$ cat src/rtl/fg_pkg.sv
// rtl/fg_pkg.sv - shared types and constants for the function generator sweep logic
package fg_pkg;

  typedef enum logic [1:0] {
    IDLE  = 2'b00,
    PRIME = 2'b01,
    RUN   = 2'b10,
    HOLD  = 2'b11
  } fg_sweep_state_t;

  localparam logic [1:0] FG_SWEEP_ONESHOT = 2'b00;
  localparam logic [1:0] FG_SWEEP_SAW     = 2'b01;
  localparam logic [1:0] FG_SWEEP_TRI     = 2'b10;

  // Mode 11 has no meaning of its own and behaves as one-shot.
  function automatic logic [1:0] fg_norm_mode(input logic [1:0] mode);
    return (mode == 2'b11) ? FG_SWEEP_ONESHOT : mode;
  endfunction

endpackage

$ cat src/rtl/fg_sweep_step.sv
// rtl/fg_sweep_step.sv - next-increment computation with end detection and clamping
module fg_sweep_step #(
  parameter int COUNTER_BITWIDTH = 10
) (
  input  logic [COUNTER_BITWIDTH-1:0] cur,
  input  logic [COUNTER_BITWIDTH-1:0] step,
  input  logic [COUNTER_BITWIDTH-1:0] limit,
  input  logic                        dir_up,
  output logic [COUNTER_BITWIDTH-1:0] next_val,
  output logic                        at_end,
  output logic                        clamp
);

  localparam int W = COUNTER_BITWIDTH;

  logic [W:0] wide;

  // One extra bit catches both overflow past the top and borrow below zero.
  always_comb begin
    wide     = '0;
    clamp    = 1'b0;
    next_val = '0;
    if (dir_up) begin
      wide  = {1'b0, cur} + {1'b0, step};
      clamp = (wide > {1'b0, limit});
    end else begin
      wide  = {1'b0, cur} - {1'b0, step};
      clamp = wide[W] || (wide[W-1:0] < limit);
    end
    next_val = clamp ? limit : wide[W-1:0];
    // A zero step can never make progress, so it counts as already at the end.
    at_end   = (cur == limit) || (step == '0);
  end

endmodule

$ cat src/rtl/fg_sweep_ctrl.sv
// rtl/fg_sweep_ctrl.sv - frequency-sweep sequencer driving the timer increment and enable
module fg_sweep_ctrl
  import fg_pkg::*;
#(
  parameter int COUNTER_BITWIDTH = 10,
  parameter int DWELL_BITWIDTH   = 8
) (
  input  logic                        clk_i,
  input  logic                        rstn_i,
  input  logic                        start_i,
  input  logic                        abort_i,
  input  logic [1:0]                  mode_i,
  input  logic [COUNTER_BITWIDTH-1:0] startInc_i,
  input  logic [COUNTER_BITWIDTH-1:0] stopInc_i,
  input  logic [COUNTER_BITWIDTH-1:0] stepInc_i,
  input  logic [DWELL_BITWIDTH-1:0]   dwell_i,
  input  logic                        tick_i,
  output logic [COUNTER_BITWIDTH-1:0] increment_o,
  output logic                        timerEnable_o,
  output logic                        busy_o,
  output logic                        stepStrobe_o,
  output logic                        done_o
);

  localparam int CW = COUNTER_BITWIDTH;
  localparam int DW = DWELL_BITWIDTH;

  fg_sweep_state_t state;

  logic [1:0]    cfg_mode;
  logic [CW-1:0] cfg_start;
  logic [CW-1:0] cfg_stop;
  logic [CW-1:0] cfg_step;
  logic [DW-1:0] cfg_dwell;
  logic          base_up;
  logic          dir_up;
  logic [DW-1:0] dwell_cnt;

  // Heading toward stop when the live direction matches the configured one.
  logic          toward_stop;
  logic [CW-1:0] fwd_limit;
  logic [CW-1:0] rev_limit;
  logic [CW-1:0] fwd_next;
  logic [CW-1:0] rev_next;
  logic          fwd_at_end;
  logic          rev_at_end;
  logic          fwd_clamp;
  logic          rev_clamp;

  assign toward_stop = (dir_up == base_up);
  assign fwd_limit   = toward_stop ? cfg_stop  : cfg_start;
  assign rev_limit   = toward_stop ? cfg_start : cfg_stop;

  // Continue in the current direction.
  fg_sweep_step #(.COUNTER_BITWIDTH(CW)) u_step_fwd (
    .cur      (increment_o),
    .step     (cfg_step),
    .limit    (fwd_limit),
    .dir_up   (dir_up),
    .next_val (fwd_next),
    .at_end   (fwd_at_end),
    .clamp    (fwd_clamp)
  );

  // Triangle turnaround: first value after reversing, so the end value is not repeated.
  fg_sweep_step #(.COUNTER_BITWIDTH(CW)) u_step_rev (
    .cur      (increment_o),
    .step     (cfg_step),
    .limit    (rev_limit),
    .dir_up   (~dir_up),
    .next_val (rev_next),
    .at_end   (rev_at_end),
    .clamp    (rev_clamp)
  );

  // Sweep FSM with config latch, dwell counter and registered outputs.
  always_ff @(posedge clk_i) begin
    if (!rstn_i) begin
      state         <= IDLE;
      cfg_mode      <= FG_SWEEP_ONESHOT;
      cfg_start     <= '0;
      cfg_stop      <= '0;
      cfg_step      <= '0;
      cfg_dwell     <= '0;
      base_up       <= 1'b0;
      dir_up        <= 1'b0;
      dwell_cnt     <= '0;
      increment_o   <= '0;
      timerEnable_o <= 1'b0;
      busy_o        <= 1'b0;
      stepStrobe_o  <= 1'b0;
      done_o        <= 1'b0;
    end else begin
      stepStrobe_o <= 1'b0;
      done_o       <= 1'b0;
      if (abort_i) begin
        state         <= IDLE;
        timerEnable_o <= 1'b0;
        busy_o        <= 1'b0;
      end else begin
        case (state)
          IDLE, HOLD: begin
            if (start_i) begin
              cfg_mode      <= fg_norm_mode(mode_i);
              cfg_start     <= startInc_i;
              cfg_stop      <= stopInc_i;
              cfg_step      <= stepInc_i;
              cfg_dwell     <= dwell_i;
              base_up       <= (stopInc_i >= startInc_i);
              timerEnable_o <= 1'b0;
              busy_o        <= 1'b1;
              state         <= PRIME;
            end
          end
          PRIME: begin
            // Enable stays low for this cycle so the timer reloads its preload.
            increment_o   <= cfg_start;
            dwell_cnt     <= '0;
            dir_up        <= base_up;
            timerEnable_o <= 1'b1;
            state         <= RUN;
          end
          RUN: begin
            if (tick_i) begin
              if (dwell_cnt == cfg_dwell) begin
                dwell_cnt <= '0;
                if (!fwd_at_end) begin
                  increment_o  <= fwd_clamp ? fwd_limit : fwd_next;
                  stepStrobe_o <= 1'b1;
                end else begin
                  case (cfg_mode)
                    FG_SWEEP_SAW: begin
                      increment_o  <= cfg_start;
                      stepStrobe_o <= 1'b1;
                    end
                    FG_SWEEP_TRI: begin
                      dir_up       <= ~dir_up;
                      stepStrobe_o <= 1'b1;
                      if (rev_at_end) begin
                        increment_o <= increment_o;
                      end else if (rev_clamp) begin
                        increment_o <= rev_limit;
                      end else begin
                        increment_o <= rev_next;
                      end
                    end
                    default: begin
                      increment_o <= cfg_stop;
                      busy_o      <= 1'b0;
                      done_o      <= 1'b1;
                      state       <= HOLD;
                    end
                  endcase
                end
              end else begin
                dwell_cnt <= dwell_cnt + DW'(1);
              end
            end
          end
          default: begin
            state <= IDLE;
          end
        endcase
      end
    end
  end

endmodule

$ cat config.mk
export PLATFORM = sky130hd
export DESIGN_NAME = fg_sweep_ctrl
export DESIGN_NICKNAME = d
export VERILOG_FILES = /design/src/rtl/fg_pkg.sv /design/src/rtl/fg_sweep_step.sv /design/src/rtl/fg_sweep_ctrl.sv
export SDC_FILE = /design/constraint.sdc
export NUM_CORES = 1
export LEC_CHECK = 0
export CORE_MARGIN = 4
export CORE_UTILIZATION = 30
export DETAILED_ROUTE_END_ITERATION = 10
export PLACE_DENSITY = 0.45
export RECOVER_POWER = 50
export SLEW_MARGIN = 20
export SYNTH_ARGS = -nofsm -noshare
export SYNTH_HDL_FRONTEND = slang
export SYNTH_SLANG_ARGS = --single-unit
$ cat constraint.sdc
create_clock -name clk_i -period 4.64 [get_ports clk_i]
set_input_delay 0.928 -clock clk_i [delete_from_list [all_inputs] [get_ports clk_i]]
set_output_delay 0.928 -clock clk_i [all_outputs]
set_load 0.01 [all_outputs]
; Word-level counts from Yosys, hierarchy flattened
; Index checks and enable logic that the tools add are counted.
[word_totals]
reg_bits = 66
latchBits = 0
ramBits = 0
romBits = 0
wordCells = 107
n_memories = 0
[classes]
add_sub_neg = 3
n_mul = 0
div_mod_pow = 0
magnitude_cmp = 5
n_eq_ne = 17
shifts = 0
muxes = 40
bitwise = 7
reduce_logical = 21
[ops]
columns = cell, count
row1 = $mux 10, 10
row2 = $pmux 10 s2, 2
row3 = $gt 11x10->1, 2
row4 = $eq 10x10->1, 2
row5 = $lt 10x10->1, 2
row6 = $mux 8, 2
row7 = $pmux 8 s2, 1
row8 = $mux 1, 15
row9 = $mux 2, 6
row10 = $reduce_and 6->1, 2
row11 = $add 10x10->11, 1
row12 = $sub 10x10->11, 1
row13 = $ge 10x10->1, 1
row14 = $logic_not 10->1, 1
row15 = $ne 2x2->1 const B, 5
row16 = $reduce_and 5->1, 2
row17 = $add 8x1->8 const B, 1
row18 = $eq 2x2->1 const B, 4
row19 = $eq 8x8->1, 1
row20 = $not 1->1, 7
row21 = $pmux 1 s2, 3
row22 = $pmux 2 s3, 1
row23 = $reduce_and 3->1, 2
row24 = $reduce_bool 2->1, 3
row25 = 10 further kinds, 16

; Depth between registers and ports, before layout
; Gate-level depths: netlist of the first run.
[depth]
ltp_word = 12
mapped_depth = 19
depth_no_buf = 18

; Modules after synthesis
; From an unflattened synthesis of the first run, not the netlist that was laid out.
[hier_totals]
hier_cells = 916
hier_area_um2 = 7333.3
[modules_own_cells]
columns = module, n_inst, cells_each, area_each_um2
row1 = fg_sweep_ctrl, 1, 458, 3822.4
row2 = fg_sweep_step at u_step_rev, 1, 243, 1800.5
row3 = fg_sweep_step at u_step_fwd, 1, 215, 1710.4

; Worst setup path before layout of the first run
; OpenSTA, ideal clock, no wires.
[synth_timing]
path_kind = register -> register
start = reg increment_o[0]
end = reg increment_o[2]
t_arrival_ns = 4.176
required_time_ns = 4.570
slack_ns = 0.394
path_stages_with_launch = 19
path_buffers = 0
period_less_slack_ns = 4.246
cell_sequence = dfxtp_1 > ha_1 > inv_1 > fa_1 > or2_4 > a221oi_4 > o22ai_1 > xnor2_1 > inv_1 > ha_1 > nand3_1 > nor3_1 > o21ai_1 > a22oi_1 > mux2i_1 > o31a_1 > a221o_1 > a311o_1 > a21oi_1
[synth_between]
elab_chain_len = 11
word_cells_on_any_way = 26
classes_between = add/sub (2) / order compare (4) / eq/ne (3) / mux (12) / reduce/logical (5)
[synth_rtl]
columns = element, line
row1 = start: declaration, fg_sweep_ctrl.sv:18  ; output logic [COUNTER_BITWIDTH-1:0] increment_o,
row2 = start signal: assignment, fg_sweep_ctrl.sv:117  ; increment_o <= cfg_start;
row3 = start signal: assignment, fg_sweep_ctrl.sv:128  ; increment_o <= fwd_clamp ? fwd_limit : fwd_next;
row4 = start signal: assignment, fg_sweep_ctrl.sv:133  ; increment_o <= cfg_start;
row5 = $sub 10x10->11, fg_sweep_step.sv:27  ; wide = {1'b0, cur} - {1'b0, step};
row6 = $lt 10x10->1, fg_sweep_step.sv:28  ; clamp = wide[W] || (wide[W-1:0] < limit);
row7 = $logic_or 1x1->1, fg_sweep_step.sv:28
row8 = $mux 1, fg_sweep_step.sv:23  ; if (dir_up) begin
row9 = $mux 10, fg_sweep_ctrl.sv:141  ; end else if (rev_clamp) begin
row10 = $mux 10, fg_sweep_ctrl.sv:139  ; if (rev_at_end) begin
row11 = $pmux 10 s2, fg_sweep_ctrl.sv:131  ; case (cfg_mode)
row12 = $mux 10, fg_sweep_ctrl.sv:127  ; if (!fwd_at_end) begin
row13 = $mux 10, fg_sweep_ctrl.sv:125  ; if (dwell_cnt == cfg_dwell) begin
row14 = $mux 10, fg_sweep_ctrl.sv:124  ; if (tick_i) begin
row15 = $pmux 10 s2, fg_sweep_ctrl.sv:101  ; case (state)
; Several ways; a longest one is shown, not always the timed one. The select of a mux whose other input is x is not followed.
; A chain may end at the register's enable or synchronous reset.

; Worst setup path after layout of the first run
[layout_timing]
start = reg increment_o[0]
end = reg increment_o[3]
; Same word-level chain as after synthesis.

==> results.json, run 1 <==
{
  "finClkSkew_ns": 0.00696,
  "cts_tree": "yes",
  "r2r_start": "increment_o[0]",
  "routed_wl_um": 23400,
  "setup_violations": 0,
  "r2r_end": "increment_o[3]",
  "power_density_nw_per_um2": 313,
  "rsz0062_at_grt": "false",
  "wl_per_cell_um": 19.5,
  "drcViolationCount": 0,
  "clock_latency_ns": 0.33,
  "fin_tns_setup_ns": 0,
  "finalCritPeriodShare_pct": 94.7,
  "io_buffers": 58,
  "syn_area_per_cell_sq_um": 7.46,
  "critical-path-slowest-cell": "fa_1",
  "vdd_drop_max_mv": 0.148,
  "cp-startpoint": "increment_o[0]",
  "outcome": "finished with violations",
  "core_sq_um": 21100,
  "crit_fanout": 14,
  "first_iter_violations": 536,
  "fmax_mhz": 228,
  "ys_seq_area_share_pct": 20.4,
  "power.share.combinational_pct": 45.4,
  "critPathBufInv": 3,
  "period_needed_ns": 4.39,
  "ys_warn_count": 0,
  "cp_data_required_time_ns": 4.90,
  "cts_buffers": 9,
  "slew_viol_final": 42,
  "track_usage_pct": 19.3,
  "final_cell_mix": "nand2_1, nor2_1, ha_1",
  "wl_met1_um": 10900,
  "p_seq_share_pct": 26.3,
  "min-delay-start": "cfg_dwell[2]",
  "antenna_found_initial": 0,
  "yosys_most_used_dff": "dfxtp_1",
  "power.share.switching_pct": 39.7,
  "failed_checks": "capacitance limit, slew limit",
  "grt_max_degree": 42,
  "diodes": 0,
  "worstSetupPathType": "reg2reg",
  "cts_buffer_depth": 2,
  "hpwl_um": 18600,
  "htree_levels": 3,
  "p_switching_uw": 970,
  "whs_endpoint": "cfg_dwell[2]",
  "async_flop_share_pct": 0,
  "min_path_cells": 2,
  "r2r_slack_ns": 0.25,
  "total_leakage_power_uw": 0.00304,
  "row_count": 53,
  "via_per_inst": 5.42,
  "synth_enable_flop_cells": 0,
  "hold_viol": 0,
  "netlist_instances": 867,
  "pwr-share-clk_pct": 28.2,
  "cts_hold_buf": 0,
  "cp-end-kind": "flip-flop",
  "cp_cell_sequence": "ha_1 -> inv_1 -> fa_1 -> or2_4 -> a221oi_4 -> o22ai_2 -> xnor2_1 -> inv_1 -> ha_4 -> nand3_1 -> a211oi_2 -> a22oi_1 -> mux2i_1 -> o31ai_2 -> buf_4 -> or4_1 -> a311o_1 -> a31oi_1",
  "routed.top_layer": "met4",
  "cap_violations": 1,
  "final_common_cell": "nand2_1",
  "reg2reg_depth": 18,
  "overflow": 0,
  "crit_top_cell": "inv_1",
  "clk_pin_slew_worst_paths_ns": 0.06,
  "slowest_delay_ns": 0.41,
  "met3_length_um": 1520,
  "clockRootBuffer": "clkbuf_16",
  "worst_ep_arrival_time_ns": 4.66,
  "syn_area_sq_um": 6470,
  "cts_sinks": 66,
  "syn_nets": 984,
  "hp-class": "reg2reg",
  "synth-seq-cells": 66,
  "synth_cell_types": 70,
  "ioPinCount": 59,
  "path_delay_family": "compound AO/OA/AOI/OAI gates",
  "startpoint_type": "flip-flop",
  "area_growth_pct": 20.4,
  "hold_ws_ns": 0.478,
  "ant_nets": 0,
  "internal-power_uw": 1470,
  "grt_pass1_vias": 6273,
  "grt_pass1_wl_um": 36400,
  "start_util_pct": 30.7,
  "dr_total_vias": 6519,
  "die_w_um": 155,
  "die_height_um": 155,
  "maxSlewHeadroom_pct": -61.2,
  "dieArea_sq_um": 24000,
  "worst_pin_slew_ns": 2.42,
  "place.gp.congestion": 0.901,
  "dr.pass1.iters": 5,
  "nets": 1039,
  "final_layout_size_suffix_gt1_share_pct": 8.63,
  "wl_met2_um": 10400
}
[cells in the mapped netlist (11+ instances only)]
cell type	count	area, sq um
nand2_1	126	473
nor4_1	15	93.8
nor2_1	78	293
clkbuf_1	36	135
dfxtp_1	66	1320
o21ai_0	23	115
mux2i_1	15	150
a211oi_1	14	105
nand2b_1	18	113
inv_1	50	188
a21o_1	13	97.6
a21oi_1	54	270
o211ai_1	11	82.6
ha_1	70	876
nand4_1	12	75.1
a21boi_0	48	360
nor3_1	18	90.1
nor2b_1	20	125
xnor2_1	30	263
nand3_1	12	60.1
[worst max path at each step]
stage | end | cells past startpoint | slack (ns)
detailed placement | increment_o[3] | 19 | 0.18
global placement | increment_o[1] | 17 | 0.14
floorplan | increment_o[2] | 18 | 0.39
CTS | increment_o[3] | 19 | 0.13
global route | increment_o[3] | 19 | 0.009
finish | increment_o[3] | 18 | 0.25
[worst reg2reg max path: cells and delay by family (launching register included)]
kind                     cells  cell delay, ns
multiplexers                 1            0.30
AND/OR/NAND/NOR              3            0.82
buffers and inverters        3            0.37
adder cells (fa/ha/maj)      3            0.86
flip-flops                   1            0.35
XOR/XNOR                     1            0.21
AO/OA/AOI/OAI                7            1.42
[cells by family after synthesis]
group | synth area share (%)
AND/OR/NAND/NOR | 23.7
AO/OA/AOI/OAI | 27.4
buffers and inverters | 6.09
adder cells (fa/ha/maj) | 14.3
flip-flops | 20.4
XOR/XNOR | 5.57
multiplexers | 2.55
[power groups by stage]
stage	clock network, uW	logic [uW]	registers (uW)
6_report	689	1110	642
3_5_place_dp	0	1070	654
4_1_cts	710	1080	642
5_1_grt	728	1230	646
3_3_place_gp	0	1080	654
2_1_floorplan	0	721	642
[routing by layer]
layer  up-vias  GRT usage (%)
met5         -              0
met4         0           6.69
met3        38           3.53
met2       207           30.0
met1      3065           26.9
li1       3209              -
[final cells by class]
cell class / instances / area, sq um
Tap cell: 275 / 344
Clock inverter: 5 / 53.8
Inverter: 51 / 194
Fill cell: 2280 / 13300
Timing Repair Buffer: 90 / 808
Sequential cell: 66 / 1320
Multi-Input combinational cell: 704 / 4820
Clock buffer: 11 / 243
[timing repair]
action,in CTS,in global routing
setup buffers,0,2
endpoints found under the setup margin,0,9
resized for setup,0,12
[stage by stage]
step           area (sq um)  std cells  total power, uW  worst slack, ns  utilization [%]
2_1_floorplan          6470        867             1360            0.394                -
3_3_place_gp           7430       1184             1740            0.139             35.2
3_5_place_dp           7430       1184             1730            0.181             35.2
4_1_cts                7720       1200             2430            0.128             36.6
5_1_grt                7790       1202             2600          0.00915             36.9
6_report               7790       1202             2440            0.245             36.9
[state kept, by name, summed over array words and instances (netlist names), 2 cells and up]
signal       cells
cfg_mode         2
increment_o     10
cfg_dwell        8
dwell_cnt        8
state            2
cfg_stop        10
cfg_step        10
cfg_start       10
No activity file was read; power rests on OpenSTA's default activity.
==> run 2: changes to the inputs <==
- CORE_MARGIN: 4 -> 2
==> results.json, run 2 (synthesis results as in run 1) <==
{
  "outcome": "finished with violations",
  "failed_checks": "capacitance limit, slew limit",
  "ioPinCount": 59,
  "hp-class": "reg2reg",
  "cts_buffer_depth": 2,
  "finalCritPeriodShare_pct": 94.5,
  "path_delay_family": "compound AO/OA/AOI/OAI gates",
  "routed_wl_um": 23500,
  "dr.pass1.iters": 5,
  "cts_tree": "yes",
  "r2r_slack_ns": 0.26,
  "io_buffers": 58,
  "nets": 1039,
  "hpwl_um": 18400,
  "ant_nets": 0,
  "clockRootBuffer": "clkbuf_16",
  "cp_num_cells": 19,
  "place.gp.congestion": 0.896,
  "startpoint_type": "flip-flop",
  "grt_pass1_vias": 6317,
  "final_common_cell": "nand2_1",
  "crit_top_cell": "nor2_1",
  "diodes": 0,
  "dieArea_sq_um": 22800,
  "worstSetupPathType": "reg2reg",
  "cap_violations": 1,
  "drcViolationCount": 0,
  "power_density_nw_per_um2": 317,
  "final_cell_mix": "nand2_1, nor2_1, ha_1",
  "dr_total_vias": 6455,
  "min_path_cells": 2,
  "cp_data_required_time_ns": 4.91,
  "cp_cell_sequence": "buf_4 -> ha_1 -> nor2b_1 -> nor2_1 -> nor2_1 -> nor2_1 -> xnor2_1 -> inv_1 -> ha_1 -> nand3_1 -> o21bai_1 -> a211oi_2 -> a22oi_1 -> mux2i_1 -> o31ai_2 -> buf_4 -> or4_1 -> a311o_1 -> a21oi_1",
  "slew_viol_final": 42,
  "vdd_drop_max_mv": 0.115,
  "start_util_pct": 30.7,
  "setup_violations": 0,
  "clk_pin_slew_worst_paths_ns": 0.06,
  "cts_buffers": 9,
  "core_sq_um": 21100,
  "dpl.cell_count": 1186,
  "clock_latency_ns": 0.34,
  "r2r_end": "increment_o[4]",
  "row_count": 53,
  "slowest_delay_ns": 0.41,
  "antenna_found_initial": 0,
  "die_w_um": 151,
  "min-delay-start": "cfg_dwell[7]",
  "n_fill_cell": 2274,
  "r2r_start": "increment_o[1]",
  "whs_endpoint": "cfg_dwell[7]",
  "reg2reg_depth": 19,
  "total_leakage_power_uw": 0.00303,
  "rsz0062_at_grt": "true",
  "critical-path-slowest-cell": "xnor2_1",
  "hold_ws_ns": 0.481,
  "overflow": 0,
  "finClkSkew_ns": 0.00609,
  "hold_viol": 0,
  "stdcell_count": 1202,
  "area_growth_pct": 20.5,
  "wl_per_cell_um": 19.5,
  "die_height_um": 151,
  "crit_fanout": 14,
  "fin_tns_setup_ns": 0,
  "cp-end-kind": "flip-flop",
  "htree_levels": 3,
  "critPathBufInv": 3,
  "final_layout_size_suffix_gt1_share_pct": 8.20,
  "first_iter_violations": 576,
  "pre_cts_slack_ns": 0.207,
  "fin_area_sq_um": 7800,
  "placed_area_sq_um": 7440,
  "fmax_mhz": 228,
  "period_needed_ns": 4.38,
  "via_per_inst": 5.37,
  "worst_pin_slew_ns": 2.42,
  "track_usage_pct": 21.2,
  "grt_pass1_wl_um": 36500,
  "grt_max_degree": 53,
  "maxSlewHeadroom_pct": -61.2,
  "cts_sinks": 66,
  "finalWorstSetupSlack_ns": 0.258,
  "cts_hold_buf": 0,
  "worst_ep_arrival_time_ns": 4.65
}
==> run 2: worst min-delay path, delay by kind of cell (launching register included) <==
kind | cells | cell delay (ns)
simple gates | 1 | 0.05
flops | 1 | 0.32
compound gates | 1 | 0.06
==> run 2: how the worst max path moves through the flow <==
stage | startpoint | to | slack (ns)
2_1_floorplan | increment_o[0] | increment_o[2] | 0.39
3_3_place_gp | cfg_step[0] | increment_o[3] | 0.30
3_5_place_dp | cfg_step[0] | increment_o[4] | 0.21
4_1_cts | cfg_step[0] | increment_o[4] | 0.16
5_1_grt | cfg_step[0] | increment_o[0] | 0.003
6_report | increment_o[1] | increment_o[4] | 0.26
==> run 2: per-layer routing <==
| layer | GRT usage [%] | vias up | routed length, um |
|---|---|---|---|
| met3 | 4.34 | 49 | 1620 |
| li1 | - | 3204 | - |
| met5 | 0 | - | 0 |
| met4 | 9.44 | 0 | 915 |
| met2 | 32.2 | 238 | 10000 |
| met1 | 29.0 | 2964 | 10900 |
==> run 2: layout make-up <==
| type | instances | area [sq um] | share of cell area (%) |
|---|---|---|---|
| clock buffers | 12 | 267 | 3.42 |
| well taps | 275 | 344 | 4.41 |
| inverters | 51 | 194 | 2.49 |
| flip-flops and latches | 66 | 1320 | 16.9 |
| repair buffers | 90 | 797 | 10.2 |
| clock inverters | 4 | 48.8 | 0.626 |
| multi-input cells | 704 | 4820 | 61.9 |
==> run 2: where the power goes <==
group / leakage, uW / internal, uW / total [uW] / switching [uW]
registers: 0.000537 / 595 / 639 / 43.2
clock network: 0.000159 / 459 / 724 / 265
logic: 0.00234 / 452 / 1110 / 658
total: 0.00303 / 1510 / 2470 / 966
==> run 2: timing repair <==
action                     in CTS  in global routing
buffers inserted                0                  0
gates resized for setup         0                 11
setup endpoints to repair       0                 10
==> run 2: through the flow <==
step	power, uW	util, %
after floorplan	1360	-
after global placement	1730	35.3
after detailed placement	1730	35.3
after CTS	2470	36.8
after global routing	2650	37.0
final	2470	37.0
